==> config.mk <==
export PLATFORM = sky130hd
export DESIGN_NAME = tmr_vote_monitor_flat
export DESIGN_NICKNAME = d
export VERILOG_FILES = /design/src/rtl/tmr_vote_monitor_if.sv /design/src/rtl/tmr_vote_monitor.sv /design/src/flat_wrapper.sv
export SDC_FILE = /design/constraint.sdc
export NUM_CORES = 1
export LEC_CHECK = 0
export CAP_MARGIN = 20
export CELL_PAD_IN_SITES_DETAIL_PLACEMENT = 1
export CELL_PAD_IN_SITES_GLOBAL_PLACEMENT = 2
export CORE_UTILIZATION = 30
export DETAILED_ROUTE_END_ITERATION = 16
export GPL_TIMING_DRIVEN = 0
export PLACE_DENSITY_LB_ADDON = 0.1
export SYNTH_ARGS = -nofsm -noshare
export SYNTH_HDL_FRONTEND = slang
export SYNTH_SLANG_ARGS = --single-unit
==> constraint.sdc <==
create_clock -name clk -period 2.7 [get_ports clk]
set_clock_uncertainty 0.05 [all_clocks]
set_input_delay 0.27 -clock clk [delete_from_list [all_inputs] [get_ports clk]]
set_output_delay 0.27 -clock clk [all_outputs]
set_load 0.01 [all_outputs]
==> src/rtl/tmr_vote_monitor_if.sv <==
// tmr_vote_monitor_if: bundle of the triplicated-input, voted-output and health-status signals
// Ports (master drives / slave receives):
//   in_valid, in_a, in_b, in_c, clr            master -> slave  redundant copies, sample strobe, status clear
//   data_out, out_valid                        slave -> master  registered majority word and its strobe
//   err_a, err_b, err_c, multi_err, err_cnt    slave -> master  sticky fault flags and saturating mismatch count
//   state                                      slave -> master  health FSM (0 OK, 1 SUSPECT, 2 FAULT, 3 FAIL)
interface tmr_vote_monitor_if #(
    parameter int WIDTH = 8,
    parameter int CNT_W = 8
);
    logic             in_valid;
    logic [WIDTH-1:0] in_a;
    logic [WIDTH-1:0] in_b;
    logic [WIDTH-1:0] in_c;
    logic             clr;
    logic [WIDTH-1:0] data_out;
    logic             out_valid;
    logic             err_a;
    logic             err_b;
    logic             err_c;
    logic             multi_err;
    logic [CNT_W-1:0] err_cnt;
    logic [1:0]       state;

    modport master (
        output in_valid, in_a, in_b, in_c, clr,
        input  data_out, out_valid, err_a, err_b, err_c, multi_err, err_cnt, state
    );

    modport slave (
        input  in_valid, in_a, in_b, in_c, clr,
        output data_out, out_valid, err_a, err_b, err_c, multi_err, err_cnt, state
    );
endinterface

==> src/rtl/tmr_vote_monitor.sv <==
// tmr_vote_monitor: majority voter for a triplicated bus with per-copy fault tracking and health FSM
// Ports:
//   clk    rising-edge clock
//   rst_n  asynchronous active-low reset
//   bus    tmr_vote_monitor_if.slave: in_valid/in_a/in_b/in_c/clr in; data_out/out_valid,
//          err_a/err_b/err_c/multi_err, err_cnt, state out
module tmr_vote_monitor #(
    parameter int WIDTH   = 8,
    parameter int CNT_W   = 8,
    parameter int PERSIST = 3
) (
    input  logic               clk,
    input  logic               rst_n,
    tmr_vote_monitor_if.slave  bus
);
    localparam logic [3:0] PMAX = 4'(PERSIST);

    typedef enum logic [1:0] {S_OK, S_SUSPECT, S_FAULT, S_FAIL} state_t;

    logic [WIDTH-1:0] maj;
    logic [2:0]       mis;
    logic [1:0]       nmis;
    logic [1:0]       nerr;
    logic             count;

    logic [WIDTH-1:0] data_out_d, data_out_q;
    logic             out_valid_d, out_valid_q;
    logic [2:0]       err_d, err_q;
    logic             multi_d, multi_q;
    logic [CNT_W-1:0] cnt_d, cnt_q;
    logic [3:0]       pers_d [3];
    logic [3:0]       pers_q [3];
    state_t           state_d, state_q;

    always_comb begin
        maj   = (bus.in_a & bus.in_b) | (bus.in_a & bus.in_c) | (bus.in_b & bus.in_c);
        mis   = {|(bus.in_c ^ maj), |(bus.in_b ^ maj), |(bus.in_a ^ maj)};
        nmis  = {1'b0, mis[0]} + {1'b0, mis[1]} + {1'b0, mis[2]};
        // a sample coinciding with clr is still voted but never scored
        count = bus.in_valid && !bus.clr;
        data_out_d  = bus.in_valid ? maj : data_out_q;
        out_valid_d = bus.in_valid;
        for (int i = 0; i < 3; i++) begin
            pers_d[i] = pers_q[i];
            err_d[i]  = err_q[i];
            if (bus.clr) begin
                pers_d[i] = 4'd0;
                err_d[i]  = 1'b0;
            end else if (count) begin
                pers_d[i] = !mis[i] ? 4'd0 : (pers_q[i] >= PMAX) ? PMAX : pers_q[i] + 4'd1;
                err_d[i]  = err_q[i] | (mis[i] && pers_d[i] == PMAX);
            end
        end
        multi_d = !bus.clr && (multi_q || (count && nmis >= 2'd2));
        cnt_d   = bus.clr ? '0 : (count && nmis != 2'd0 && cnt_q != '1) ? cnt_q + CNT_W'(1) : cnt_q;
        nerr    = {1'b0, err_d[0]} + {1'b0, err_d[1]} + {1'b0, err_d[2]};
    end

    // health FSM sees the flags as they will be after this update
    always_comb begin
        state_d = state_q;
        if (bus.clr)
            state_d = S_OK;
        else if (nerr >= 2'd2 || multi_d)
            state_d = S_FAIL;
        else if (state_q == S_FAIL || state_q == S_FAULT)
            state_d = state_q;
        else if (nerr == 2'd1)
            state_d = S_FAULT;
        else if (state_q == S_OK && count && nmis == 2'd1)
            state_d = S_SUSPECT;
        else if (state_q == S_SUSPECT && count && nmis == 2'd0)
            state_d = S_OK;
    end

    always_ff @(posedge clk or negedge rst_n) begin
        if (!rst_n) begin
            data_out_q  <= '0;
            out_valid_q <= 1'b0;
            err_q       <= '0;
            multi_q     <= 1'b0;
            cnt_q       <= '0;
            state_q     <= S_OK;
            for (int i = 0; i < 3; i++) pers_q[i] <= 4'd0;
        end else begin
            data_out_q  <= data_out_d;
            out_valid_q <= out_valid_d;
            err_q       <= err_d;
            multi_q     <= multi_d;
            cnt_q       <= cnt_d;
            state_q     <= state_d;
            for (int i = 0; i < 3; i++) pers_q[i] <= pers_d[i];
        end
    end

    assign bus.data_out  = data_out_q;
    assign bus.out_valid = out_valid_q;
    assign bus.err_a     = err_q[0];
    assign bus.err_b     = err_q[1];
    assign bus.err_c     = err_q[2];
    assign bus.multi_err = multi_q;
    assign bus.err_cnt   = cnt_q;
    assign bus.state     = state_q;
endmodule

==> src/flat_wrapper.sv <==
// flat-port wrapper written by rule: the top's interface ports become plain ports
module tmr_vote_monitor_flat 
#(
    parameter int WIDTH   = 8,
    parameter int CNT_W   = 8,
    parameter int PERSIST = 3
)
  (clk, rst_n, bus_in_valid, bus_in_a, bus_in_b, bus_in_c, bus_clr, bus_data_out, bus_out_valid, bus_err_a, bus_err_b, bus_err_c, bus_multi_err, bus_err_cnt, bus_state);
  tmr_vote_monitor_if #(.WIDTH(WIDTH), .CNT_W(CNT_W)) bus_i ();
  input  logic clk;
  input  logic rst_n;
  input wire logic [$bits(bus_i.in_valid)-1:0] bus_in_valid;
  input wire logic [$bits(bus_i.in_a)-1:0] bus_in_a;
  input wire logic [$bits(bus_i.in_b)-1:0] bus_in_b;
  input wire logic [$bits(bus_i.in_c)-1:0] bus_in_c;
  input wire logic [$bits(bus_i.clr)-1:0] bus_clr;
  output wire logic [$bits(bus_i.data_out)-1:0] bus_data_out;
  output wire logic [$bits(bus_i.out_valid)-1:0] bus_out_valid;
  output wire logic [$bits(bus_i.err_a)-1:0] bus_err_a;
  output wire logic [$bits(bus_i.err_b)-1:0] bus_err_b;
  output wire logic [$bits(bus_i.err_c)-1:0] bus_err_c;
  output wire logic [$bits(bus_i.multi_err)-1:0] bus_multi_err;
  output wire logic [$bits(bus_i.err_cnt)-1:0] bus_err_cnt;
  output wire logic [$bits(bus_i.state)-1:0] bus_state;
  assign bus_i.in_valid = bus_in_valid;
  assign bus_i.in_a = bus_in_a;
  assign bus_i.in_b = bus_in_b;
  assign bus_i.in_c = bus_in_c;
  assign bus_i.clr = bus_clr;
  assign bus_data_out = bus_i.data_out;
  assign bus_out_valid = bus_i.out_valid;
  assign bus_err_a = bus_i.err_a;
  assign bus_err_b = bus_i.err_b;
  assign bus_err_c = bus_i.err_c;
  assign bus_multi_err = bus_i.multi_err;
  assign bus_err_cnt = bus_i.err_cnt;
  assign bus_state = bus_i.state;
  tmr_vote_monitor #(.WIDTH(WIDTH), .CNT_W(CNT_W), .PERSIST(PERSIST)) u_core (.clk(clk), .rst_n(rst_n), .bus(bus_i));
endmodule
==> impl_metrics.toml <==
[drt]
ant_nets = 0
drt_iter0_drc = 36
routed_wl_mm = 5.725
drc = 0
vias = 1954
via_per_inst = 5.211
firstDrtPassIters = 4
wl_per_cell_um = 15.27

[job]
drv_cap = 0

[sta]
holdWs_ns = 0.01559
finalSetupViolations = 0
fin_crit_ns = 2.635
max_slew_margin_pct = 47.02
fmax_mhz = 379.5
hold_violations = 0
tightest_slew_ns = 0.7947
fin_crit_sh_pct = 97.59
rsz0062_at_grt = "true"
fin_ws_ns = 0.06497
slew_violations = 0
fin_setup_tns_ns = 0

[worst_setup_path]
critPathMaxFanout = 6
crit_path_start_kind = "input pin"
crit_family = "simple AND/OR/NAND/NOR gates"
crit_buf_inv = 2
timing_worst_setup_path_type = "input pin to flop"
arrival_ns = 2.81
required_ns = 2.87
crit_slowest_cell = "fa_2"
end_kind = "flop"
max_stage_delay_ns = 0.58
crit_chain = "buf_8 > and3b_2 > a2111oi_4 > nand4_1 > buf_4 > fa_2 > nor2_4 > a2111o_1 > or4_1 > nand2_1"

[floorplan]
start_util_pct = 31.10
row_count = 30
die_area_mm2 = 0.007384
coreArea_mm2 = 0.006794
die_y_um = 85.93
fp.dieW_um = 85.93
io_pins = 51

[pwr]
internal_power_uw = 946.9
p_sw_share_pct = 27.90
power_density_mw_per_mm2 = 454.0
ir_drop_mv = 0.1886
p_comb_share_pct = 24.0
seq_power_share_pct = 44.3
power_frac_clock_pct = 31.7
p_leak_nw = 1.264
p_switching_uw = 366.5
totalPowerFinal_mw = 1.313

[yosys]
ys.flop_type = "dfrtp_1"
yosys.area.top_type_share_pct = 41.44
syn_area_mm2 = 0.002113
ys_async_sr_fraction_pct = 100.0
yosysTopAreaCell = "dfrtp_1"
ys_warn_count = 0
yosys_register_bits = 35
ys_top_cells_by_area = "dfrtp_1, and3b_1, nor3b_1"
ys_seq_area_share_pct = 41.44
yosysUniqueCellTypes = 45
synthCells = 216
synth.avg_cell_area_um2 = 9.784
synth_edf_count = 0
synth.net_count = 250

[min_path]
hold_class = "input pin to async pin"

[placed_design]
place_congestion = 0.7234
dp.final_hpwl_mm = 4.164
place_area_mm2 = 0.002730
place.port_buffers = 50
place_ws_ns = -1.089

[grt]
grt_usage_pct = 16.86
grt_pass1_wl_mm = 9.908
grt_max_degree = 36
antenna_found_initial = 0
grt_pass1_vias = 1979
grt_overflow = 0

[finish]
layout-drive-gt1-share_pct = 21.86
nets = 312
synthToLayoutAreaGrowth_pct = 36.89
final_area_mm2 = 0.002893
n_antenna_cell = 0

[clocking]
tritoncts = "built"
clk_pin_slew_ns = 0.07
clockBufferDepth = 2
root_buffer = "clkbuf_8"
cts_buffers = 5
clk_latency_ns = 0.28
cts.sinks = 35
htreeDepth = 2

[status]
outcome = "finished, final reports clean"
-- power by group through the flow --
stage	registers, mW	clock network (mW)	logic (mW)
after floorplan	0.598	0	0.132
after global placement	0.591	0	0.298
after detailed placement	0.591	0	0.301
after CTS	0.582	0.433	0.316
after global routing	0.586	0.453	0.353
final	0.582	0.416	0.316
-- routing by layer --
layer	part of all wire, %	GRT usage [%]	vias to the layer above
met5	0	0	-
met4	0.68	3.636	0
met3	3.7	3.561	5
li1	-	-	955
met2	45	26.84	28
met1	50	23.54	966
-- final timing paths --
| kind | cells past startpoint | start | end | slack (ns) |
|---|---|---|---|---|
| max reg2reg | 8 | u_core.pers_q[4]$_DFFE_PN0P_ | u_core.bus.state[0]$_DFFE_PN0P_ | 0.23 |
| min reg2reg | 1 | u_core.pers_q[9]$_DFFE_PN0P_ | u_core.pers_q[9]$_DFFE_PN0P_ | 0.45 |
| min | 1 | rst_n | u_core.bus.data_out[6]$_DFFE_PN0P_ | 0.02 |
| max | 10 | bus_in_b[6] | u_core.bus.err_cnt[7]$_DFFE_PN0P_ | 0.06 |
| max in group asynchronous | 1 | rst_n | u_core.bus.err_cnt[4]$_DFFE_PN0P_ | 2.07 |
| min in group clk | 3 | bus_in_c[6] | u_core.bus.data_out[6]$_DFFE_PN0P_ | 0.20 |
-- worst register-to-register path, stage by stage, from the launching register on --
cell	delay [ns]
dfrtp_1	0.41
ha_1	0.22
nor3_2	0.24
o21ai_0	0.17
a32oi_1	0.27
fa_1	0.47
o32a_1	0.18
o21ai_0	0.17
a41oi_1	0.14
-- kinds of logic after synthesis --
group	count (synthesis)	synth area share [%]
buffers and inverters	23	4.440
AOI/OAI and AO/OA	74	24.81
xor gates and xnor gates	1	0.4145
muxes	1	0.4737
adders and majority gates	6	4.263
DFF	35	41.44
and+or+nand+nor	76	24.16
-- cell usage after synthesis (2+ instances only) --
cell and number:
inv_1 17, or4_1 2, and3b_1 14, o41ai_1 2, ha_1 4, a22o_1 3, o311ai_0 2, nor4_1 5
fa_1 2, and2_1 7, a32oi_1 3, nor3b_1 14, a21o_1 8, a32o_1 6, nor2_1 7, a22oi_1 3
a21oi_1 7, dfrtp_1 35, and2b_1 2, nor3_1 4, nor2b_1 2, nand4_1 4, nand2_1 8, clkbuf_1 5
a221oi_1 2, o211ai_1 8, o21ai_0 21, or3_1 2
-- sequential cells by signal, summed over array words and instances, names as in the netlist --
name and count:
u_core.bus.data_out 8, u_core.bus.err_cnt 8, u_core.bus.multi_err 1, u_core.bus.out_valid 1, u_core.bus.state 2, u_core.err_q 3
u_core.pers_q 12
-- area by class of cell --
cell class	count	area, um2
Multi-Input combinational cell	158	1252
Timing Repair Buffer	56	452.9
Clock buffer	8	100.1
Tap cell	96	120.1
Inverter	17	63.81
Fill cell	785	3901
Sequential cell	35	875.8
Buffer	5	27.53
-- through the flow --
| stage | cells | utilization, % |
|---|---|---|
| after floorplan | 216 | - |
| after global placement | 362 | 40.26 |
| after detailed placement | 362 | 40.18 |
| after CTS | 375 | 42.43 |
| after global routing | 375 | 42.58 |
| final | 375 | 42.58 |
-- repair_timing --
item                       CTS  global route
resized for setup          102            27
setup endpoints to repair   11             9
hold buffers                 0             0
buffers inserted             6             0
pin swaps                   18             6
hold endpoints to repair     0             0
-- placed cells by master, fill, tap and decap left out, types with 4 or more instances in the layout --
| cell | count |
|---|---|
| a21oi_1 | 7 |
| ha_1 | 4 |
| a32o_1 | 6 |
| nand4_1 | 4 |
| clkbuf_8 | 7 |
| and3b_1 | 11 |
| buf_4 | 8 |
| dfrtp_1 | 35 |
| nor3b_1 | 14 |
| o21ai_0 | 21 |
| nand2_1 | 8 |
| nor2_1 | 6 |
| clkdlybuf4s50_1 | 24 |
| clkbuf_1 | 4 |
| buf_2 | 17 |
| inv_1 | 17 |
| and2_1 | 7 |
| nor4_2 | 4 |
| a21o_1 | 8 |
| o211ai_1 | 8 |
Note: power is estimated with default switching activity, not from simulation.
